## src/rtl/cond_branch_resolver_pkg.sv

```systemverilog
// Shared types for the conditional branch resolver: condition codes, FSM states, request/result records.
// Supplies default bus widths when the CPU-wide width macros are not already defined.
`ifndef CPU_ADDR_BUS_MSB_POS
`define CPU_ADDR_BUS_MSB_POS 31
`endif
`ifndef CPU_WORD_WIDTH
`define CPU_WORD_WIDTH 32
`endif

package pkg_cpu;
  localparam int FlagZ = 0;
  localparam int FlagC = 1;
  localparam int FlagV = 2;
  localparam int FlagN = 3;

  localparam int CPU_ADDR_W = `CPU_ADDR_BUS_MSB_POS + 1;
  localparam int CPU_OFFS_W = `CPU_WORD_WIDTH;

  typedef enum logic [3:0] {
    CondAL  = 4'd0,
    CondNV  = 4'd1,
    CondEQ  = 4'd2,
    CondNE  = 4'd3,
    CondLTU = 4'd4,
    CondLEU = 4'd5,
    CondGTU = 4'd6,
    CondGEU = 4'd7,
    CondLT  = 4'd8,
    CondLE  = 4'd9,
    CondGT  = 4'd10,
    CondGE  = 4'd11
  } CondCode;

  typedef enum logic [1:0] {
    StIdle = 2'd0,
    StWait = 2'd1,
    StHold = 2'd2
  } BrState;

  typedef struct packed {
    logic [3:0]            cond;
    logic [CPU_ADDR_W-1:0] pc;
    logic [CPU_OFFS_W-1:0] offs;
  } StrcInBranch;

  typedef struct packed {
    logic                  taken;
    logic [CPU_ADDR_W-1:0] target;
    logic                  bad_cond;
  } StrcOutBranch;
endpackage

```

## src/rtl/cond_branch_resolver_cond_eval.sv

```systemverilog
// Combinational condition evaluator: maps a condition code and Z/C/V/N flags to taken / reserved.
module cond_eval
  import pkg_cpu::*;
(
  input  logic [3:0] cond,
  input  logic [3:0] flags,
  output logic       taken,
  output logic       bad_cond
);
  logic z, c, v, n;

  assign z = flags[FlagZ];
  assign c = flags[FlagC];
  assign v = flags[FlagV];
  assign n = flags[FlagN];

  always_comb begin
    taken    = 1'b0;
    bad_cond = 1'b0;
    case (cond)
      CondAL:  taken = 1'b1;
      CondNV:  taken = 1'b0;
      CondEQ:  taken = z;
      CondNE:  taken = !z;
      CondLTU: taken = !c;
      CondLEU: taken = !c || z;
      CondGTU: taken = c && !z;
      CondGEU: taken = c;
      CondLT:  taken = (n != v);
      CondLE:  taken = (n != v) || z;
      CondGT:  taken = (n == v) && !z;
      CondGE:  taken = (n == v);
      default: bad_cond = 1'b1;
    endcase
  end
endmodule

```

## src/rtl/cond_branch_resolver.sv

```systemverilog
// Resolves conditional branches against the ALU flags, stalling while a flags-setting op is in flight.
// Optional CPU_BRANCH_STATS_EN adds saturating taken / not-taken result counters.
`ifndef CPU_ADDR_BUS_MSB_POS
`define CPU_ADDR_BUS_MSB_POS 31
`endif
`ifndef CPU_WORD_WIDTH
`define CPU_WORD_WIDTH 32
`endif

module cond_branch_resolver
  import pkg_cpu::*;
#(
  parameter int ADDR_WIDTH = `CPU_ADDR_BUS_MSB_POS + 1,
  parameter int OFFS_WIDTH = `CPU_WORD_WIDTH
) (
  input  logic                  clk,
  input  logic                  rst,
  input  logic                  flags_we,
  input  logic [3:0]            flags_in,
  input  logic                  flags_pend,
  input  logic                  req_valid,
  output logic                  req_ready,
  input  logic [3:0]            req_cond,
  input  logic [ADDR_WIDTH-1:0] req_pc,
  input  logic [OFFS_WIDTH-1:0] req_offs,
  output logic                  res_valid,
  input  logic                  res_ready,
  output logic                  res_taken,
  output logic [ADDR_WIDTH-1:0] res_target,
  output logic                  res_bad_cond
`ifdef CPU_BRANCH_STATS_EN
  ,
  output logic [15:0]           stat_taken,
  output logic [15:0]           stat_not_taken
`endif
);
  localparam int EXT_W = (OFFS_WIDTH > ADDR_WIDTH) ? OFFS_WIDTH : ADDR_WIDTH;

  function automatic logic [ADDR_WIDTH-1:0] calc_target(input logic [ADDR_WIDTH-1:0] pc,
                                                        input logic [OFFS_WIDTH-1:0] offs);
    logic signed [EXT_W-1:0] ext;
    ext = EXT_W'($signed(offs));
    return pc + ADDR_WIDTH'(ext);
  endfunction

  BrState       state_q, state_d;
  logic [3:0]   flags_q, flags_eff;
  logic         pend_q;
  StrcInBranch  req_q, cur;
  StrcOutBranch res_q;
  logic         eval, ev_taken, ev_bad;
  logic [ADDR_WIDTH-1:0] cur_pc, ev_target;

  // In IDLE the live request is evaluated directly; in WAIT the latched copy is used.
  always_comb begin
    cur = req_q;
    if (state_q == StIdle) begin
      cur.cond = req_cond;
      cur.pc   = CPU_ADDR_W'(req_pc);
      cur.offs = CPU_OFFS_W'(req_offs);
    end
  end

  assign flags_eff = flags_we ? flags_in : flags_q;
  assign cur_pc    = ADDR_WIDTH'(cur.pc);
  assign ev_target = ev_taken ? calc_target(cur_pc, OFFS_WIDTH'(cur.offs)) : cur_pc;
  assign eval      = ((state_q == StIdle) && req_valid && (!pend_q || flags_we)) ||
                     ((state_q == StWait) && flags_we);

  cond_eval u_eval (
    .cond     (cur.cond),
    .flags    (flags_eff),
    .taken    (ev_taken),
    .bad_cond (ev_bad)
  );

  always_ff @(posedge clk) begin
    if (rst) state_q <= StIdle;
    else     state_q <= state_d;
  end

  always_comb begin
    state_d = state_q;
    case (state_q)
      StIdle:  if (req_valid) state_d = (!pend_q || flags_we) ? StHold : StWait;
      StWait:  if (flags_we) state_d = StHold;
      StHold:  if (res_ready) state_d = StIdle;
      default: state_d = StIdle;
    endcase
  end

  always_comb begin
    req_ready    = (state_q == StIdle);
    res_valid    = (state_q == StHold);
    res_taken    = res_q.taken;
    res_target   = ADDR_WIDTH'(res_q.target);
    res_bad_cond = res_q.bad_cond;
  end

  // A new flags_pend outranks a same-cycle write: another op has just been issued.
  always_ff @(posedge clk) begin
    if (rst) begin
      flags_q <= 4'b0000;
      pend_q  <= 1'b0;
      req_q   <= '0;
      res_q   <= '0;
    end else begin
      if (flags_we) flags_q <= flags_in;
      pend_q <= flags_pend || (pend_q && !flags_we);
      if ((state_q == StIdle) && req_valid) req_q <= cur;
      if (eval) begin
        res_q.taken    <= ev_taken;
        res_q.target   <= CPU_ADDR_W'(ev_target);
        res_q.bad_cond <= ev_bad;
      end
    end
  end

`ifdef CPU_BRANCH_STATS_EN
  logic [15:0] stat_taken_q, stat_not_taken_q;
  logic        res_hs;

  assign res_hs = res_valid && res_ready;

  always_ff @(posedge clk) begin
    if (rst) begin
      stat_taken_q     <= 16'h0000;
      stat_not_taken_q <= 16'h0000;
    end else if (res_hs) begin
      if (res_q.taken && (stat_taken_q != 16'hFFFF))
        stat_taken_q <= stat_taken_q + 16'h0001;
      if (!res_q.taken && (stat_not_taken_q != 16'hFFFF))
        stat_not_taken_q <= stat_not_taken_q + 16'h0001;
    end
  end

  assign stat_taken     = stat_taken_q;
  assign stat_not_taken = stat_not_taken_q;
`endif
endmodule

```

## config.mk

```make
export PLATFORM = sky130hd
export DESIGN_NAME = cond_branch_resolver
export DESIGN_NICKNAME = d
export VERILOG_FILES = /design/src/rtl/cond_branch_resolver_pkg.sv /design/src/rtl/cond_branch_resolver_cond_eval.sv /design/src/rtl/cond_branch_resolver.sv
export SDC_FILE = /design/constraint.sdc
export NUM_CORES = 1
export LEC_CHECK = 0
export ABC_AREA = 0
export CAP_MARGIN = 40
export CORE_MARGIN = 1.5
export CORE_UTILIZATION = 55
export DETAILED_ROUTE_END_ITERATION = 10
export GPL_ROUTABILITY_DRIVEN = 0
export PLACE_DENSITY = 0.81
export SYNTH_ARGS = -nofsm -noshare
export SYNTH_HDL_FRONTEND = slang
export SYNTH_SLANG_ARGS = --single-unit
export TNS_END_PERCENT = 30
```

## constraint.sdc

```tcl
create_clock -name clk -period 9.7 [get_ports clk]
set_input_delay 1.94 -clock clk [delete_from_list [all_inputs] [get_ports clk]]
set_output_delay 1.94 -clock clk [all_outputs]
set_load 0.01 [all_outputs]
```

Word level (Yosys, flattened, before mapping)
Index checks and enable logic that the tools add are counted.
{"block": "word_totals", "ff_bits": 109, "inputBits": 78, "output_inout_bits": 36, "wordCells": 57}
{"block": "op_classes", "addsub": 1, "eq_ne": 18, "mux": 10, "n_reduce_logical": 19}
{"op": "68-bit two-way mux", "n": 1}
{"op": "32-bit adder", "n": 1}
{"op": "32-bit two-way mux", "n": 1}
{"op": "4-bit by 3-bit == test with 1-bit output, second input constant", "n": 4}
{"op": "4-bit == test, second input constant", "n": 4}
{"op": "12-bit OR reduction", "n": 1}
{"op": "1-bit one-hot mux with 11 select lines", "n": 1}
{"op": "4-bit by 2-bit == test with 1-bit output, second input constant", "n": 2}
{"op": "2-bit two-way mux", "n": 4}
{"op": "1-bit logical AND", "n": 6}
{"op": "2-bit one-hot mux with 3 select lines", "n": 1}
{"op": "1-bit logical OR", "n": 5}
{"op": "4-bit by 1-bit == test with 1-bit output, second input constant", "n": 1}
{"op": "1-bit zero test", "n": 4}
{"op": "4-bit zero test", "n": 1}
{"op": "4-bit two-way mux", "n": 1}
{"op": "2-bit != test, second input constant", "n": 2}
{"op": "3-bit AND reduction", "n": 1}
{"op": "2-bit by 1-bit == test with 1-bit output, second input constant", "n": 1}
{"op": "2-bit == test, second input constant", "n": 1}
{"op": "2-bit zero test", "n": 1}
{"op": "2-bit by 1-bit != test with 1-bit output, second input constant", "n": 1}
{"op": "1-bit == test", "n": 1}
{"op": "1-bit two-way mux", "n": 1}
{"op": "1-bit != test", "n": 1}

Depth between registers and ports, before layout
Gate-level depths: netlist (run 1).
{"block": "logic_depth", "depth_word": 5, "depth_mapped": 23, "mapped_depth_nobuf": 17}

Hierarchy
From an unflattened synthesis (run 1), not the netlist that was laid out.
{"block": "unflattened", "cells_unflattened": 1039, "area_unflattened_um2": 7201.9}
{"mod": "cond_branch_resolver", "n_inst": 1, "cells_per_inst": 1017, "area_each_um2": 7051.8, "seq_area_each_um2": 2182.1}
{"mod": "cond_eval", "n_inst": 1, "cells_per_inst": 22, "area_each_um2": 150.1, "seq_area_each_um2": 0.0}

Worst setup path before layout (run 1)
OpenSTA, ideal clock, no wires.
{"block": "synth_path", "path_type": "input -> register", "startpoint": "in req_offs[1]", "endpoint": "reg res_q, in the netlist res_target[29]", "setup_ns": 0.074, "arrival_time_ns": 4.444, "required_time_ns": 9.626, "path_slack_ns": 5.182, "cell_stages": 13, "n_path_buf": 0, "path_cell_list": "mux2i_1 -> inv_1 -> ha_1 -> a21o_1 -> a21o_1 -> o32ai_2 -> o211ai_2 -> a211oi_2 -> o21ai_1 -> a21oi_2 -> o21ai_1 -> mux2_1 -> a31oi_1"}
{"item": "from (decl)", "line_no": "cond_branch_resolver.sv:25", "source": "input logic [OFFS_WIDTH-1:0] req_offs,"}
{"item": "to (decl)", "line_no": "cond_branch_resolver.sv:50", "source": "StrcOutBranch res_q;"}

==> results.md, run 1 <==
- Outcome: complete, no violations
- Global Route met2 Usage: 44.8%
- Worst-path fanout max: 4
- Worst Reg2Reg Path Length in Cells: 15
- Vias in the first global route: 6,588
- Routed Antenna Nets: 0
- Clock root buffer: clkbuf_16
- Library cells used by synthesis: 72
- WP data arrival: 5470 ps
- Die Wd: 117 um
- Number of DRC markers in iteration 0: 597
- Placed cell count: 1,239
- Hold_buf cts: 0
- Post-Syn Instances: 1,010
- Largest family of logic cells by synthesized area: simple AND/OR/NAND/NOR gates
- Detailed Route WL: 19,300 um
- DR vias: 7,165
- Synth Area in Compound Gates: 21.6%
- Critical Path RT: 9990 ps
- Adder-cell share of the synthesized area: 5.35%
- Max VDD drop: 0.114 mV
- Int Pwr: 0.000913 W
- Die area: 13,800 um2
- Simple-gate share of the synthesized area: 26.2%
- Yosys top cell area share: 30.3%
- Worst hold stages: 2
- Setup violations, final: 0
- Final setup TNS: 0 ps
- Tmin final: 5180 ps
- Busiest metal layer after global routing: met2
- Sequential share of power: 36.6%
- CP bufs+invs: 2
- Synthesis Warnings: 0
- DR pass1 iterations: 7
- Clock share of power: 26.2%
- Global-route wire length before repair: 32,200 um
- Pleak: 3.62 nW
- Total setup buffers inserted after CTS: 0
- Clk buf depth: 2
- Most frequent cell after synthesis: nand2_1
- Slowest cell on the critical path: clkdlybuf4s50_1
- Max Freq: 0.193 GHz
- Syn nets: 1,115
- # resized after CTS: 0
- Finished Layout Cells: 1,254
- CP peak stage delay: 450 ps
- CTS buffer count: 9
- Flops & latches, synth: 109
- CP Launch Type: input pin
- P_sw: 0.000486 W
- Area delta synth->final: 20.4%
- Cell Area, Synth: 7200 um2
- NumNets Final: 1,183
- Gr usage total: 28.3%
- Initial core utilization: 56.8%
- CP delay by family, top: compound AO/OA/AOI/OAI gates
- Setup CP Type: in -> reg
- N_diodes: 0
- Crit-path cells: clkdlybuf4s50_1 -> mux2i_1 -> inv_1 -> ha_1 -> a21o_1 -> a21o_1 -> o32ai_2 -> o211ai_2 -> a211oi_2 -> o21ai_1 -> a21oi_2 -> o21ai_1 -> mux2_1 -> a31oi_1
- Mapped Avg Cell Area: 7.13 um2
- Sequential fraction of the synthesis area: 30.3%
- CTS tree: built
- Final worst-path cycle share: 53.4%
- Largest net degree at the start of global routing: 80
- Setup crit end kind: register
- Initial antenna violation count: 0
- Gate power share: 37.2%
- Drt drc: 0
- RSZ-0062 raised after global routing: false
- Most frequent cells after synthesis: nand2_1 (333), a21oi_1 (117), dfxtp_1 (109)
- Grt met3 use: 5.84%
- Share of post-route cells with drive strength above 1: 4.25%
- Vias/cell: 5.71
- Cell Pwr Density: 161 nW/um2
- Synth async-reset ratio: 0%
- Worst path depth: 14
- Worst-skew pair later-pin latency: 360 ps
- Worst slew pin tran: 850 ps
- Max Clock Skew: 5.79 ps
- XOR/XNOR Fraction of Synth Area: 5.60%
- EDFF count, synth: 0
- Clock Pin Slew Worst Setup and Hold Paths: 70 ps
- Final Max Slew Viols: 0
- IO buf count: 113
- CORE AREA: 12,700 um2
- Top_reg_cell synth: dfxtp_1
- Post-DP HPWL: 13,100 um
- Mux contribution to synthesized area: 6.15%
- H-tree lvl count: 3
- Hold Crit Class: reg -> reg
- Final Hold Viols: 0
- Grt total ovfl: 0
- Cell Rows: 41
- Die height: 117 um
- Sw Share: 34.7%
- IO Pins: 114
- Synth area leader: dfxtp_1
- Clock Sinks: 109
- Max_slew headroom: 43.3%
- Met1 usage: 38.2%
- Wirelength per Cell: 15.4 um
- Maxcap violations: 0
- Synth area leaders: dfxtp_1 (30%), nand2_1 (17%), a21oi_1 (8.1%)
## final cells by class
| type | instances | area, um2 |
|---|---|---|
| Clock buffer | 13 | 240 |
| Clock inverter | 2 | 35.0 |
| Fill cell | 1116 | 4010 |
| Inverter | 14 | 57.6 |
| Multi-Input combinational cell | 821 | 4680 |
| Sequential cell | 109 | 2180 |
| Tap cell | 172 | 215 |
| Timing Repair Buffer | 123 | 1250 |
## kinds of logic (layout without fill, tap and decap cells)
| logic type | after synthesis | count (layout) |
|---|---|---|
| mux | 40 | 40 |
| buf+inv | 80 | 152 |
| fa+ha+maj | 31 | 31 |
| simple gates | 457 | 457 |
| xor+xnor | 46 | 46 |
| compound gates | 247 | 247 |
| flops | 109 | 109 |
## flip-flops by register name, summed over array words and instances, names as in the netlist, named ones only
signal and flops:
res_bad_cond 1, pend_q 1, req_q 67, state_q 2, flags_q 4, res_taken 1
res_target 32
## power groups by stage
stage	clock network, W	registers [W]	logic (W)
2_1_floorplan	0	0.000523	0.000348
3_3_place_gp	0	0.000521	0.000499
3_5_place_dp	0	0.000521	0.000514
4_1_cts	0.000373	0.000512	0.000516
5_1_grt	0.000391	0.000517	0.000572
6_report	0.000367	0.000512	0.000520
## through the flow
step	worst slack, ps	power (W)	instance area, um2	hold slack (ps)	utilization (%)
floorplan	5180	0.000871	7200	436	-
global placement	4390	0.00102	8320	441	65.7
detailed placement	4200	0.00103	8390	447	66.2
CTS	4570	0.00140	8660	456	68.4
global route	4350	0.00148	8660	473	68.4
finish	4520	0.00140	8660	456	68.4
## cell usage in the layout (no fill, tap or decap), types with 3 or more instances in the layout
| master | netlist | routed |
|---|---|---|
| o21a_1 | 6 | 6 |
| nor3b_1 | 3 | 3 |
| xor2_1 | 12 | 12 |
| nand3b_1 | 3 | 3 |
| dfxtp_1 | 109 | 109 |
| a31oi_1 | 5 | 5 |
| nand4_1 | 8 | 8 |
| clkbuf_16 | 0 | 9 |
| o21bai_1 | 6 | 6 |
| o22ai_1 | 6 | 6 |
| o21ai_1 | 11 | 10 |
| maj3_1 | 4 | 4 |
| nand2_1 | 333 | 332 |
| o21ai_0 | 19 | 19 |
| a211oi_1 | 17 | 17 |
| mux2_2 | 3 | 3 |
| a311oi_1 | 5 | 5 |
| and2_1 | 6 | 5 |
| o211ai_1 | 6 | 6 |
| clkbuf_1 | 52 | 4 |
| buf_4 | 4 | 8 |
| nand3_1 | 10 | 10 |
| inv_1 | 13 | 13 |
| mux2i_1 | 31 | 31 |
| a21o_1 | 16 | 16 |
| or3_1 | 6 | 6 |
| a21oi_1 | 117 | 117 |
| clkdlybuf4s50_1 | 0 | 112 |
| xnor2_1 | 34 | 34 |
| nor2_1 | 53 | 53 |
| and3_1 | 7 | 7 |
| nor2b_1 | 5 | 5 |
| ha_1 | 26 | 26 |
| a221oi_1 | 4 | 4 |
| nor3_1 | 13 | 13 |
## tightest hold or removal path, stage by stage (launching register included)
cell and delay (ps):
dfxtp_1 310, nand2_1 50, a21oi_1 50
## per-layer routing
layer	part of all wire (%)	routed length, um
met4	1.5	290
met1	46	8870
met2	46	8900
met5	0	0
met3	6.3	1210
## final timing paths
path	from	end	slack (ps)
hold reg to reg	req_q[0]	req_q[0]	460
hold / removal	req_q[0]	req_q[0]	460
setup / recovery	req_pc[1]	res_target[29]	4520
setup reg to reg	state_q[1]	res_target[29]	5010
Power figures use the tool's default switching activity.
==> run 2: changes to the inputs <==
clock period = 5.3 ns   (was 9.7 ns; I/O delays follow)
==> results.md, run 2 (synthesis gave the netlist of run 1 again) <==
- Outcome: finished with violations
- Violated checks: design-rule violations
- Initial antenna violation count: 0
- Die area: 13,800 um2
- Hold WS: 455 ps
- Hold_buf cts: 0
- Area delta synth->final: 21.0%
- WL met1: 8920 um
- Post-Place Worst Slack: 779 ps
- Gr usage total: 27.9%
- Final Max Slew Viols: 0
- Max_slew headroom: 48.0%
- Worst r2r src: state_q[0]
- Placed cell count: 1,242
- Most frequent cells in the layout: nand2_1 (332), a21oi_1 (117), clkdlybuf4s50_1 (112)
- Finished Layout Cells: 1,257
- Grt total ovfl: 0
- IO buf count: 113
- Max Clock Skew: 11.6 ps
- N_diodes: 0
- DR pass1 iterations: 8
- Wirelength per Cell: 15.2 um
- Most common cell after layout, fill and taps aside: nand2_1
- Flop2flop setup slack: 950 ps
- Worst R2R End: res_target[31]
- Global-route wire length before repair: 31,900 um
- Setup CP Type: reg -> reg
- Vias in the first global route: 6,590
- RSZ-0062 raised after global routing: false
- Post-DP HPWL: 13,100 um
- Clock root buffer: clkbuf_16
- Final Hold Viols: 0
- Fill cell count: 1,113
- NumNets Final: 1,186
- CTS tree: built
- Maxcap violations: 0
- Cell Rows: 41
- Total power: 0.00260 W
- Clock Pin Slew Worst Setup and Hold Paths: 70 ps
- Worst-path fanout max: 46
- Largest net degree at the start of global routing: 74
- Worst slew pin tran: 780 ps
- Final worst-path cycle share: 82.0%
- Final setup TNS: 0 ps
- Largest Register: req_q
- WP data arrival: 4620 ps
- CORE AREA: 12,700 um2
- Max VDD drop: 0.206 mV
- Final WS setup: 954 ps
- Detailed Route WL: 19,200 um
- CP Launch Type: register
- Die height: 117 um
- Hold Crit Class: reg -> reg
- H-tree lvl count: 3
- DR vias: 7,141
- Worst Reg2Reg Path Length in Cells: 15
- Pleak: 3.65 nW
- Crit path to: res_target[31]
- Max Freq: 0.230 GHz
- Clk buf depth: 2
- Cell Pwr Density: 299 nW/um2
- Drt drc: 1
- Total setup buffers inserted after CTS: 0
- IO Pins: 114
- Met3 routed wirelength: 1050 um
- Vias/cell: 5.68
- Setup crit end kind: register
- CTS buffer count: 9
- Number of flip-flops under the largest register name: 67
- Worst-skew pair later-pin latency: 360 ps
- Setup violations, final: 0
- # resized after CTS: 0
- Met2 Wirelength: 8720 um
- Top Layer Used: met4
- Share of post-route cells with drive strength above 1: 4.88%
- Die Wd: 117 um
- Initial core utilization: 56.8%
- Tmin final: 4350 ps
- Hold Crit Start: req_q[1]
- Routed Antenna Nets: 0
- Crit. Startpoint: state_q[0]
- Clock Sinks: 109
- Critical Path RT: 5580 ps
- Number of DRC markers in iteration 0: 538
-- run 2: cell types whose count changed in the layout (fill, tap and decap cells not counted) --
cell / before / now
clkbuf_1: 4 / 0
buf_12: 0 / 1
buf_8: 1 / 0
clkinv_4: 0 / 1
buf_16: 2 / 1
clkbuf_8: 0 / 3
buf_4: 8 / 12
-- run 2: metrics by stage --
step           util (%)  cell area [um2]
2_1_floorplan         -             7200
4_1_cts            68.7             8710
3_5_place_dp       66.3             8400
5_1_grt            68.7             8710
6_report           68.7             8710
3_3_place_gp       65.9             8350
-- run 2: where the power goes --
group | switching (W) | total [W] | internal (W)
registers | 0.0000470 | 0.000935 | 0.000888
clock network | 0.000310 | 0.000713 | 0.000403
logic | 0.000536 | 0.000955 | 0.000420
-- run 2: layout make-up --
| type | count | area, um2 | share of cell area (%) |
|---|---|---|---|
| inverter | 14 | 57.6 | 0.661 |
| timing repair buffer | 126 | 1260 | 14.5 |
| clock buffer | 12 | 267 | 3.06 |
| tap | 172 | 215 | 2.47 |
| sequential | 109 | 2180 | 25.1 |
| multi-input combinational | 821 | 4680 | 53.8 |
| clock inverter | 3 | 43.8 | 0.503 |
-- run 2: worst min path at each step --
stage / end / depth (start not counted)
after floorplan: req_q[1] / 2
after global placement: req_q[56] / 2
after detailed placement: req_q[39] / 2
after CTS: req_q[4] / 2
after global routing: req_q[29] / 2
final: req_q[1] / 2
-- run 2: metal layers --
| layer | track usage, % | vias to the layer above |
|---|---|---|
| li1 | - | 3609 |
| met1 | 37.6 | 3273 |
| met2 | 44.6 | 225 |
| met3 | 5.01 | 34 |
| met4 | 9.88 | 0 |
| met5 | 0 | - |
-- run 2: critical path, stage by stage (launching register included) --
cell	delay (ps)
dfxtp_1	460
or2_2	390
inv_6	340
mux2i_1	380
inv_1	100
ha_1	300
a21o_1	210
a21o_1	210
o32ai_2	370
o21ai_1	160
a22o_1	260
o22ai_1	290
nor3_1	130
a41oi_1	320
xnor2_1	110
a211oi_1	220
==> run 3: changes to the inputs <==
clock period = 4.1 ns   (was 5.3 ns; I/O delays follow)
==> results.md, run 3 (synthesis gave the netlist of run 1 again) <==
- Outcome: complete, no violations
- Largest Register: req_q
- Final setup TNS: 0 ps
- DR vias: 7,295
- Global-route wire length before repair: 32,200 um
- Die Wd: 117 um
- Crit-path cells: or2_2 -> inv_6 -> mux2i_1 -> inv_1 -> ha_1 -> a21o_1 -> a21o_1 -> o32ai_2 -> o211ai_2 -> a211oi_2 -> o21ai_1 -> a21oi_2 -> o21ai_1 -> mux2_1 -> a31oi_1
- Max_slew headroom: 44.2%
- Grt total ovfl: 0
- Fill cell count: 1,118
- Area delta synth->final: 22.7%
- Share of post-route cells with drive strength above 1: 6.35%
- Slowest cell on the critical path: o32ai_2
- Die height: 117 um
- Final worst-path cycle share: 95.9%
- Cell Pwr Density: 382 nW/um2
- Clock root buffer: clkbuf_16
- Most common cell after layout, fill and taps aside: nand2_1
- NumNets Final: 1,203
- Clock Pin Slew Worst Setup and Hold Paths: 70 ps
- Critical Path RT: 4390 ps
- Worst slew pin tran: 837 ps
- Final Max Slew Viols: 0
- Max VDD drop: 0.313 mV
- Tmin final: 3930 ps
- IO buf count: 113
- CTS buffer count: 9
- Hold Crit Class: reg -> reg
- Worst-skew pair later-pin latency: 370 ps
- Max Freq: 0.254 GHz
- Total power: 0.00337 W
- CP bufs+invs: 2
- Number of flip-flops under the largest register name: 67
- Most frequent cells in the layout: nand2_1 (332), a21oi_1 (117), clkdlybuf4s50_1 (112)
- WP data arrival: 4220 ps
- Maxcap violations: 0
- Drt drc: 0
- Largest net degree at the start of global routing: 69
- CP delay by family, top: compound AO/OA/AOI/OAI gates
- Post-DP HPWL: 13,800 um
- Setup CP Type: reg -> reg
- Routed Antenna Nets: 0
- Vias in the first global route: 6,774
- Total setup buffers inserted after CTS: 0
- Initial antenna violation count: 0
- Die area: 13,800 um2
- Cell Rows: 41
- H-tree lvl count: 3
- IO Pins: 114
- Setup violations, final: 0
- Wirelength per Cell: 15.4 um
- Hold WS: 455 ps
- Clk buf depth: 2
- CP peak stage delay: 410 ps
- N_diodes: 0
- Pleak: 3.72 nW
- Detailed Route WL: 19,600 um
- Vias/cell: 5.72
- CORE AREA: 12,700 um2
- DR pass1 iterations: 6
- CTS tree: built
- CP Launch Type: register
- Gr usage total: 28.4%
- Number of DRC markers in iteration 0: 621
- Max Clock Skew: 5.18 ps
- Final Hold Viols: 0
- Clock Sinks: 109
- Setup crit end kind: register
- Initial core utilization: 56.8%
- Worst-path fanout max: 23
- RSZ-0062 raised after global routing: false
==> run 3: cell count changes in the layout (fill, tap and decap cells not counted), moves of 2 or more <==
cell	before	now
buf_12	1	3
buf_4	12	28
clkbuf_1	0	2
clkbuf_8	3	1
==> run 3: area by class of cell <==
| type | count | area, um2 | share of cell area (%) |
|---|---|---|---|
| clock inverter | 4 | 47.5 | 0.539 |
| inverter | 14 | 57.6 | 0.652 |
| multi-input combinational | 821 | 4690 | 53.1 |
| tap | 172 | 215 | 2.44 |
| timing repair buffer | 143 | 1390 | 15.8 |
| clock buffer | 12 | 246 | 2.79 |
| sequential | 109 | 2180 | 24.7 |
==> run 3: worst min-delay path, cell delays in order, from the launching register on <==
cell and delay (ps):
dfxtp_1 310, nand2_1 50, a21oi_1 50
==> run 3: per-layer routing <==
layer,track usage [%],share of wire [%],wire (um),up-vias
met1,37.3,45,8890,3396
li1,-,-,-,3640
met2,46.4,47,9190,229
met4,9.10,1.9,364,0
met3,6.57,6.1,1200,30
met5,0,0,0,-
==> run 3: repair_timing <==
item,4_1_cts,5_1_grt
endpoints found under the setup margin,0,1
hold buffers,0,0
resized for setup,0,1
==> run 3: worst paths after layout <==
kind,from,to,slack (ps),cells past startpoint
hold reg to reg,req_q[28],req_q[28],460,2
setup reg to reg,state_q[1],res_target[29],170,15
hold / removal,req_q[28],req_q[28],460,2
setup / recovery,state_q[1],res_target[29],170,15
==> run 3: per-stage QoR <==
stage                     cells  setup slack (ps)  util [%]  area, um2
after CTS                  1275               222      69.6       8820
after global placement     1258              31.3      67.2       8510
after floorplan            1010              22.3         -       7210
final                      1275               167      69.7       8830
after global routing       1275              73.0      69.7       8830
after detailed placement   1259              -106      67.3       8530
==> run 3: power breakdown <==
group,leakage (nW),internal [W],switching (W)
clock,0.143,0.000489,0.000406
combinational,2.68,0.000562,0.000705
sequential,0.897,0.00115,0.0000602
total,3.72,0.00220,0.00117
